## src/rtl/instr_cache_pkg.sv

```systemverilog
// instr_cache_pkg: refill FSM encoding and address-field width helpers
// shared by the instruction cache files.
package instr_cache_pkg;

    typedef enum logic [1:0] {ST_IDLE, ST_MEM_READ, ST_UPDATE} state_e;

    localparam int BYTE_OFF_W = 2;

    function automatic int word_off_w(input int words_per_block);
        return $clog2(words_per_block);
    endfunction

    function automatic int index_w(input int num_lines);
        return $clog2(num_lines);
    endfunction

    function automatic int tag_w(input int addr_w, input int words_per_block, input int num_lines);
        return addr_w - BYTE_OFF_W - $clog2(words_per_block) - $clog2(num_lines);
    endfunction

    function automatic int block_addr_w(input int addr_w, input int word_w, input int words_per_block);
        return addr_w - $clog2(word_w / 8 * words_per_block);
    endfunction

endpackage

```

## src/rtl/instr_cache_sat_counter.sv

```systemverilog
// sat_counter: up-counter that sticks at its all-ones maximum instead of wrapping.
module sat_counter #(
    parameter int W = 16
) (
    input  logic         clk,
    input  logic         rst_n,
    input  logic         inc_i,
    output logic [W-1:0] cnt_o
);
    logic [W-1:0] cnt_q;

    always_ff @(posedge clk or negedge rst_n) begin
        if (!rst_n) cnt_q <= '0;
        else if (inc_i && !(&cnt_q)) cnt_q <= cnt_q + 1'b1;
    end

    assign cnt_o = cnt_q;
endmodule

```

## src/rtl/instr_cache.sv

```systemverilog
// instr_cache: direct-mapped instruction cache with whole-block refill,
// flush support and saturating hit/miss counters.
module instr_cache
    import instr_cache_pkg::*;
#(
    parameter int ADDR_W          = 10,
    parameter int WORD_W          = 32,
    parameter int WORDS_PER_BLOCK = 4,
    parameter int NUM_LINES       = 8,
    parameter int CNT_W           = 16
) (
    input  logic                                                 CLK,
    input  logic                                                 RESET,
    input  logic                                                 READ,
    input  logic [ADDR_W-1:0]                                    ADDRESS,
    input  logic                                                 FLUSH,
    output logic [WORD_W-1:0]                                    INSTRUCTION,
    output logic                                                 BUSYWAIT,
    output logic                                                 MEM_READ,
    output logic [block_addr_w(ADDR_W, WORD_W, WORDS_PER_BLOCK)-1:0] MEM_ADDRESS,
    input  logic [WORD_W*WORDS_PER_BLOCK-1:0]                    MEM_READDATA,
    input  logic                                                 MEM_BUSYWAIT,
    output logic [CNT_W-1:0]                                     HIT_COUNT,
    output logic [CNT_W-1:0]                                     MISS_COUNT
);
    localparam int OFF_W  = word_off_w(WORDS_PER_BLOCK);
    localparam int IDX_W  = index_w(NUM_LINES);
    localparam int TAG_W  = tag_w(ADDR_W, WORDS_PER_BLOCK, NUM_LINES);
    localparam int BLK_W  = block_addr_w(ADDR_W, WORD_W, WORDS_PER_BLOCK);
    localparam int LINE_W = WORD_W * WORDS_PER_BLOCK;

    state_e               state_q, state_d;
    logic [BLK_W-1:0]     blk_q, blk_d;
    logic [NUM_LINES-1:0] valid_q, valid_d;
    logic                 flush_pend_q, flush_pend_d;
    logic [TAG_W-1:0]     tag_q  [NUM_LINES];
    logic [LINE_W-1:0]    data_q [NUM_LINES];

    logic [OFF_W-1:0] woff;
    logic [IDX_W-1:0] idx;
    logic [TAG_W-1:0] tag;
    logic             idle, hit, hit_inc, miss_inc, unused_bits;

    assign woff        = ADDRESS[BYTE_OFF_W +: OFF_W];
    assign idx         = ADDRESS[BYTE_OFF_W+OFF_W +: IDX_W];
    assign tag         = ADDRESS[ADDR_W-1 -: TAG_W];
    assign unused_bits = ^ADDRESS[BYTE_OFF_W-1:0];
    assign idle        = state_q == ST_IDLE;
    assign hit         = valid_q[idx] && tag_q[idx] == tag;
    assign hit_inc     = idle && READ && hit;
    assign miss_inc    = idle && READ && !hit;
    assign INSTRUCTION = data_q[idx][woff*WORD_W +: WORD_W];
    assign BUSYWAIT    = !idle || miss_inc;
    assign MEM_READ    = state_q == ST_MEM_READ;
    assign MEM_ADDRESS = blk_q;

    always_comb begin
        state_d      = state_q;
        blk_d        = blk_q;
        valid_d      = valid_q;
        flush_pend_d = flush_pend_q || (!idle && FLUSH);
        case (state_q)
            ST_IDLE: if (miss_inc) begin
                state_d = ST_MEM_READ;
                blk_d   = ADDRESS[ADDR_W-1 -: BLK_W];
            end
            ST_MEM_READ: if (!MEM_BUSYWAIT) state_d = ST_UPDATE;
            ST_UPDATE: begin
                state_d                  = ST_IDLE;
                valid_d[blk_q[IDX_W-1:0]] = 1'b1;
                flush_pend_d             = 1'b0;
                // a flush seen during the refill also kills the line just filled
                if (flush_pend_q || FLUSH) valid_d = '0;
            end
            default: state_d = ST_IDLE;
        endcase
        if (idle && FLUSH) valid_d = '0;
    end

    always_ff @(posedge CLK or negedge RESET) begin
        if (!RESET) begin
            state_q      <= ST_IDLE;
            blk_q        <= '0;
            valid_q      <= '0;
            flush_pend_q <= 1'b0;
        end else begin
            state_q      <= state_d;
            blk_q        <= blk_d;
            valid_q      <= valid_d;
            flush_pend_q <= flush_pend_d;
        end
    end

    always_ff @(posedge CLK) begin
        if (state_q == ST_UPDATE) begin
            tag_q[blk_q[IDX_W-1:0]]  <= blk_q[BLK_W-1 -: TAG_W];
            data_q[blk_q[IDX_W-1:0]] <= MEM_READDATA;
        end
    end

    sat_counter #(.W(CNT_W)) u_hit_cnt (
        .clk(CLK), .rst_n(RESET), .inc_i(hit_inc), .cnt_o(HIT_COUNT)
    );

    sat_counter #(.W(CNT_W)) u_miss_cnt (
        .clk(CLK), .rst_n(RESET), .inc_i(miss_inc), .cnt_o(MISS_COUNT)
    );
endmodule
```

## config.mk

```make
export PLATFORM = sky130hd
export DESIGN_NAME = instr_cache
export DESIGN_NICKNAME = d
export VERILOG_FILES = /design/src/rtl/instr_cache_pkg.sv /design/src/rtl/instr_cache_sat_counter.sv /design/src/rtl/instr_cache.sv
export SDC_FILE = /design/constraint.sdc
export NUM_CORES = 1
export LEC_CHECK = 0
export BUFFER_PORTS_ARGS = -buffer_cell sky130_fd_sc_hd__buf_2
export CELL_PAD_IN_SITES_DETAIL_PLACEMENT = 1
export CELL_PAD_IN_SITES_GLOBAL_PLACEMENT = 2
export CORE_MARGIN = 1.5
export CORE_UTILIZATION = 53
export CTS_CLUSTER_DIAMETER = 80
export CTS_CLUSTER_SIZE = 30
export DETAILED_ROUTE_END_ITERATION = 16
export PLACE_DENSITY_LB_ADDON = 0.1
export SYNTH_ARGS = -nofsm -noshare
export SYNTH_HDL_FRONTEND = slang
export SYNTH_SLANG_ARGS = --single-unit
```

## constraint.sdc

```tcl
create_clock -name CLK -period 21.8 [get_ports CLK]
set_clock_uncertainty 0.05 [all_clocks]
set_input_delay 4.36 -clock CLK [delete_from_list [all_inputs] [get_ports CLK]]
set_output_delay 4.36 -clock CLK [all_outputs]
set_load 0.02 [all_outputs]
```

==> impl_metrics.env <==
export IMPL_synth_area_mm2=0.04195
export IMPL_dp_cells=2903
export IMPL_maxSlewViolCount=0
export IMPL_ios=215
export IMPL_place_hpwl_um=47030
export IMPL_yosysWarningCount=0
export IMPL_synth_mux_area_share_pct=18.84
export IMPL_setup_tns_ps=0
export IMPL_max_vdd_ir_drop_mv=0.1028
export IMPL_drive_gt1_share_pct=35.29
export IMPL_htree_levels=2
export IMPL_synth_compound_area_share_pct=0.2267
export IMPL_grt_pass1_wl_um=131000
export IMPL_rows=102
export IMPL_setup_viol=0
export IMPL_fin_crit_ps=12890
export IMPL_synth_xor_xnor_area_share_pct=0.6890
export IMPL_postRouteAntennaNets=0
export IMPL_worstMarginPinSlew_ps=1158
export IMPL_ys_seq_area_share_pct=77.94
export IMPL_instances_no_fill=2984
export IMPL_yosys_area_share_adder_pct=0.05965
export IMPL_gp_congestion=0.7484
export IMPL_grt_pass1_vias=19861
export IMPL_drc=0
export IMPL_synth_cells=1713
export IMPL_dieArea_mm2=0.08085
export IMPL_fmax_mhz=77.60
export IMPL_ys_types=33
export IMPL_num_vias=18150
export IMPL_ctsHoldBuffers=0
export IMPL_wl_per_cell_um=29.26
export IMPL_cts_buffers=48
export IMPL_clock_sinks=1097
export IMPL_drtIter0Drc=1286
export IMPL_root_buffer="clkbuf_16"
export IMPL_p_per_area_mw_per_mm2=86.05
export IMPL_cts_max_path_buffers=3
export IMPL_critPathLaunchType="input port"
export IMPL_wirelength_um=87310
export IMPL_slew_headroom_pct=22.79
export IMPL_synth_top_family_by_area="multiplexers"
export IMPL_critPathMaxStageDelay_ps=910
export IMPL_syn_to_final_growth_pct=9.118
export IMPL_syn_num_nets=1858
export IMPL_synth_top_cell_by_area="edfxtp_1"
export IMPL_synth_top_cells_by_area="edfxtp_1, mux4_2, dfrtp_1"
export IMPL_start_util_pct=53.89
export IMPL_fin_crit_sh_pct=59.11
export IMPL_syn_mean_instance_area_um2=24.49
export IMPL_cp_max_fo=84
export IMPL_critPathKind="in2out"
export IMPL_p_total_mw=3.939
export IMPL_fin_nets=2058
export IMPL_leakagePower_nw=14.48
export IMPL_cts_resized=0
export IMPL_overflow=0
export IMPL_cts_setup_buffers=0
export IMPL_cts_tree="yes"
export IMPL_track_usage_pct=22.00
export IMPL_antenna_found_initial=23
export IMPL_clkLatencyLatePin_ps=630
export IMPL_port_buffers=212
export IMPL_status="finished clean"
export IMPL_hold_class="reg2reg"
export IMPL_synth_top_area_share_pct=75.02
export IMPL_synth_seq_cells=1097
export IMPL_crit_slowest_cell="buf_4"
export IMPL_critical_path_cell_chain="buf_8 > buf_4 > buf_4 > mux4_2 > mux4_2 > mux2_2 > buf_2"
export IMPL_cap_violations=0
export IMPL_critPathCaptureType="output port"
export IMPL_rsz0062_at_grt="false"
export IMPL_vias_per_cell=6.082
export IMPL_num_fill_cells=6326
export IMPL_dr_pass1_iters=5
export IMPL_die_h_um=284.3
export IMPL_yosys_area_share_simple_pct=1.259
export IMPL_grt_start_max_net_pins=132
export IMPL_critPathArrivalTime_ps=8480
export IMPL_cts_clk_slew_worst_paths_ps=100
export IMPL_core_area_mm2=0.07785
export IMPL_hold_viol_final=0
export IMPL_die_w_um=284.3
export IMPL_crit_required_ps=17390
-- worst paths after layout --
check / to / start / slack [ps] / cells past startpoint
max in group asynchronous: MEM_ADDRESS[0]$_DFFE_PN0P_ / RESET / 17080 / 1
hold reg to reg: u_miss_cnt.cnt_o[13]$_DFFE_PN0P_ / u_miss_cnt.cnt_o[13]$_DFFE_PN0P_ / 450 / 1
min in group asynchronous: u_hit_cnt.cnt_o[10]$_DFFE_PN0P_ / RESET / 3890 / 1
setup / recovery: INSTRUCTION[24] / ADDRESS[4] / 8910 / 7
hold / removal: u_miss_cnt.cnt_o[13]$_DFFE_PN0P_ / u_miss_cnt.cnt_o[13]$_DFFE_PN0P_ / 450 / 1
setup reg to reg: data_q[4][119]$_DFFE_PP_ / state_q[0]$_DFFE_PN0P_ / 18520 / 4
-- cell usage in the layout, fill, tap and decap left out, types with 7 or more instances in the layout --
master	instances
buf_2	208
xnor2_1	30
dfrtp_1	49
mux4_2	325
nor2_1	16
mux2i_1	12
mux2_2	41
a21oi_1	7
nand4_1	10
and3_1	16
nand3_1	25
edfxtp_1	1048
clkbuf_16	49
buf_4	19
-- synthesized netlist by cell type (all sizes together) --
| library cell | instances |
|---|---|
| nor3 | 3 |
| nor2 | 22 |
| buf | 46 |
| and4 | 2 |
| xor2 | 3 |
| nand4 | 10 |
| a21oi | 7 |
| dfrtp | 49 |
| o21ai | 3 |
| or3b | 1 |
| nand2 | 5 |
| mux2 | 41 |
| a21o | 1 |
| a41oi | 2 |
| xnor2 | 30 |
| mux2i | 12 |
| ha | 2 |
| inv | 3 |
| nand3 | 25 |
| mux4 | 325 |
| nand2b | 2 |
| nand3b | 1 |
| and3 | 16 |
| clkbuf | 40 |
| a31oi | 2 |
| nor3b | 2 |
| and2 | 4 |
| edfxtp | 1048 |
| nor2b | 6 |
-- logic make-up (layout without fill, tap and decap cells) --
kind of cell,Yosys count,in the layout
adders and majority gates,2,2
muxes,378,378
other,0,6
xor gates and xnor gates,33,33
DFF,1097,1097
AOI/OAI and AO/OA,15,15
buffers and inverters,89,314
and+or+nand+nor,99,99
-- flip-flops by register name, summed over array words and instances (netlist names) --
| signal | cells |
|---|---|
| flush_pend_q | 1 |
| u_hit_cnt.cnt_o | 16 |
| state_q | 2 |
| tag_q | 24 |
| valid_q | 8 |
| MEM_ADDRESS | 6 |
| u_miss_cnt.cnt_o | 16 |
| data_q | 1024 |
-- cell type report --
type / count / area [µm²] / area share [%]
clock buffers: 51 / 1234 / 2.695
repair buffers: 236 / 1345 / 2.938
diodes: 6 / 15.01 / 0.03280
well taps: 1040 / 1301 / 2.843
inverters: 3 / 11.26 / 0.02460
flip-flops and latches: 1097 / 32700 / 71.43
multi-input cells: 527 / 8894 / 19.43
clock inverters: 24 / 279.0 / 0.6095
-- worst max-delay path: cells and delay by family --
| family | cells | cell delay (ps) |
|---|---|---|
| buffers and inverters | 4 | 2510 |
| multiplexers | 3 | 1450 |
-- power breakdown --
part | total [mW] | switching [mW] | internal [mW] | leakage, nW
Sequential | 2.47 | 0.0442 | 2.42 | 10.1
Clock | 1.09 | 0.647 | 0.445 | 0.735
Combinational | 0.379 | 0.231 | 0.149 | 3.66
Total | 3.94 | 0.921 | 3.02 | 14.5
-- per-stage QoR --
stage | cell area (µm²) | worst slack [ps] | hold WS (ps) | utilization [%]
finish | 45780 | 8913 | 445.2 | 58.80
global route | 45770 | 8487 | 472.8 | 58.79
CTS | 45760 | 8770 | 448.1 | 58.78
detailed placement | 44250 | 8761 | 429.2 | 56.84
global placement | 44250 | 8759 | 424.4 | 56.84
floorplan | 41950 | 10870 | 407.3 | -
-- per-layer routing --
layer	vias to the layer above	global-route usage (%)	part of all wire, %
met5	-	0	0.14
met4	20	4.854	1.9
met2	372	38.45	52
li1	7698	-	-
met3	101	3.379	4.7
met1	9959	29.50	41
(Power assumes the default switching activity.)
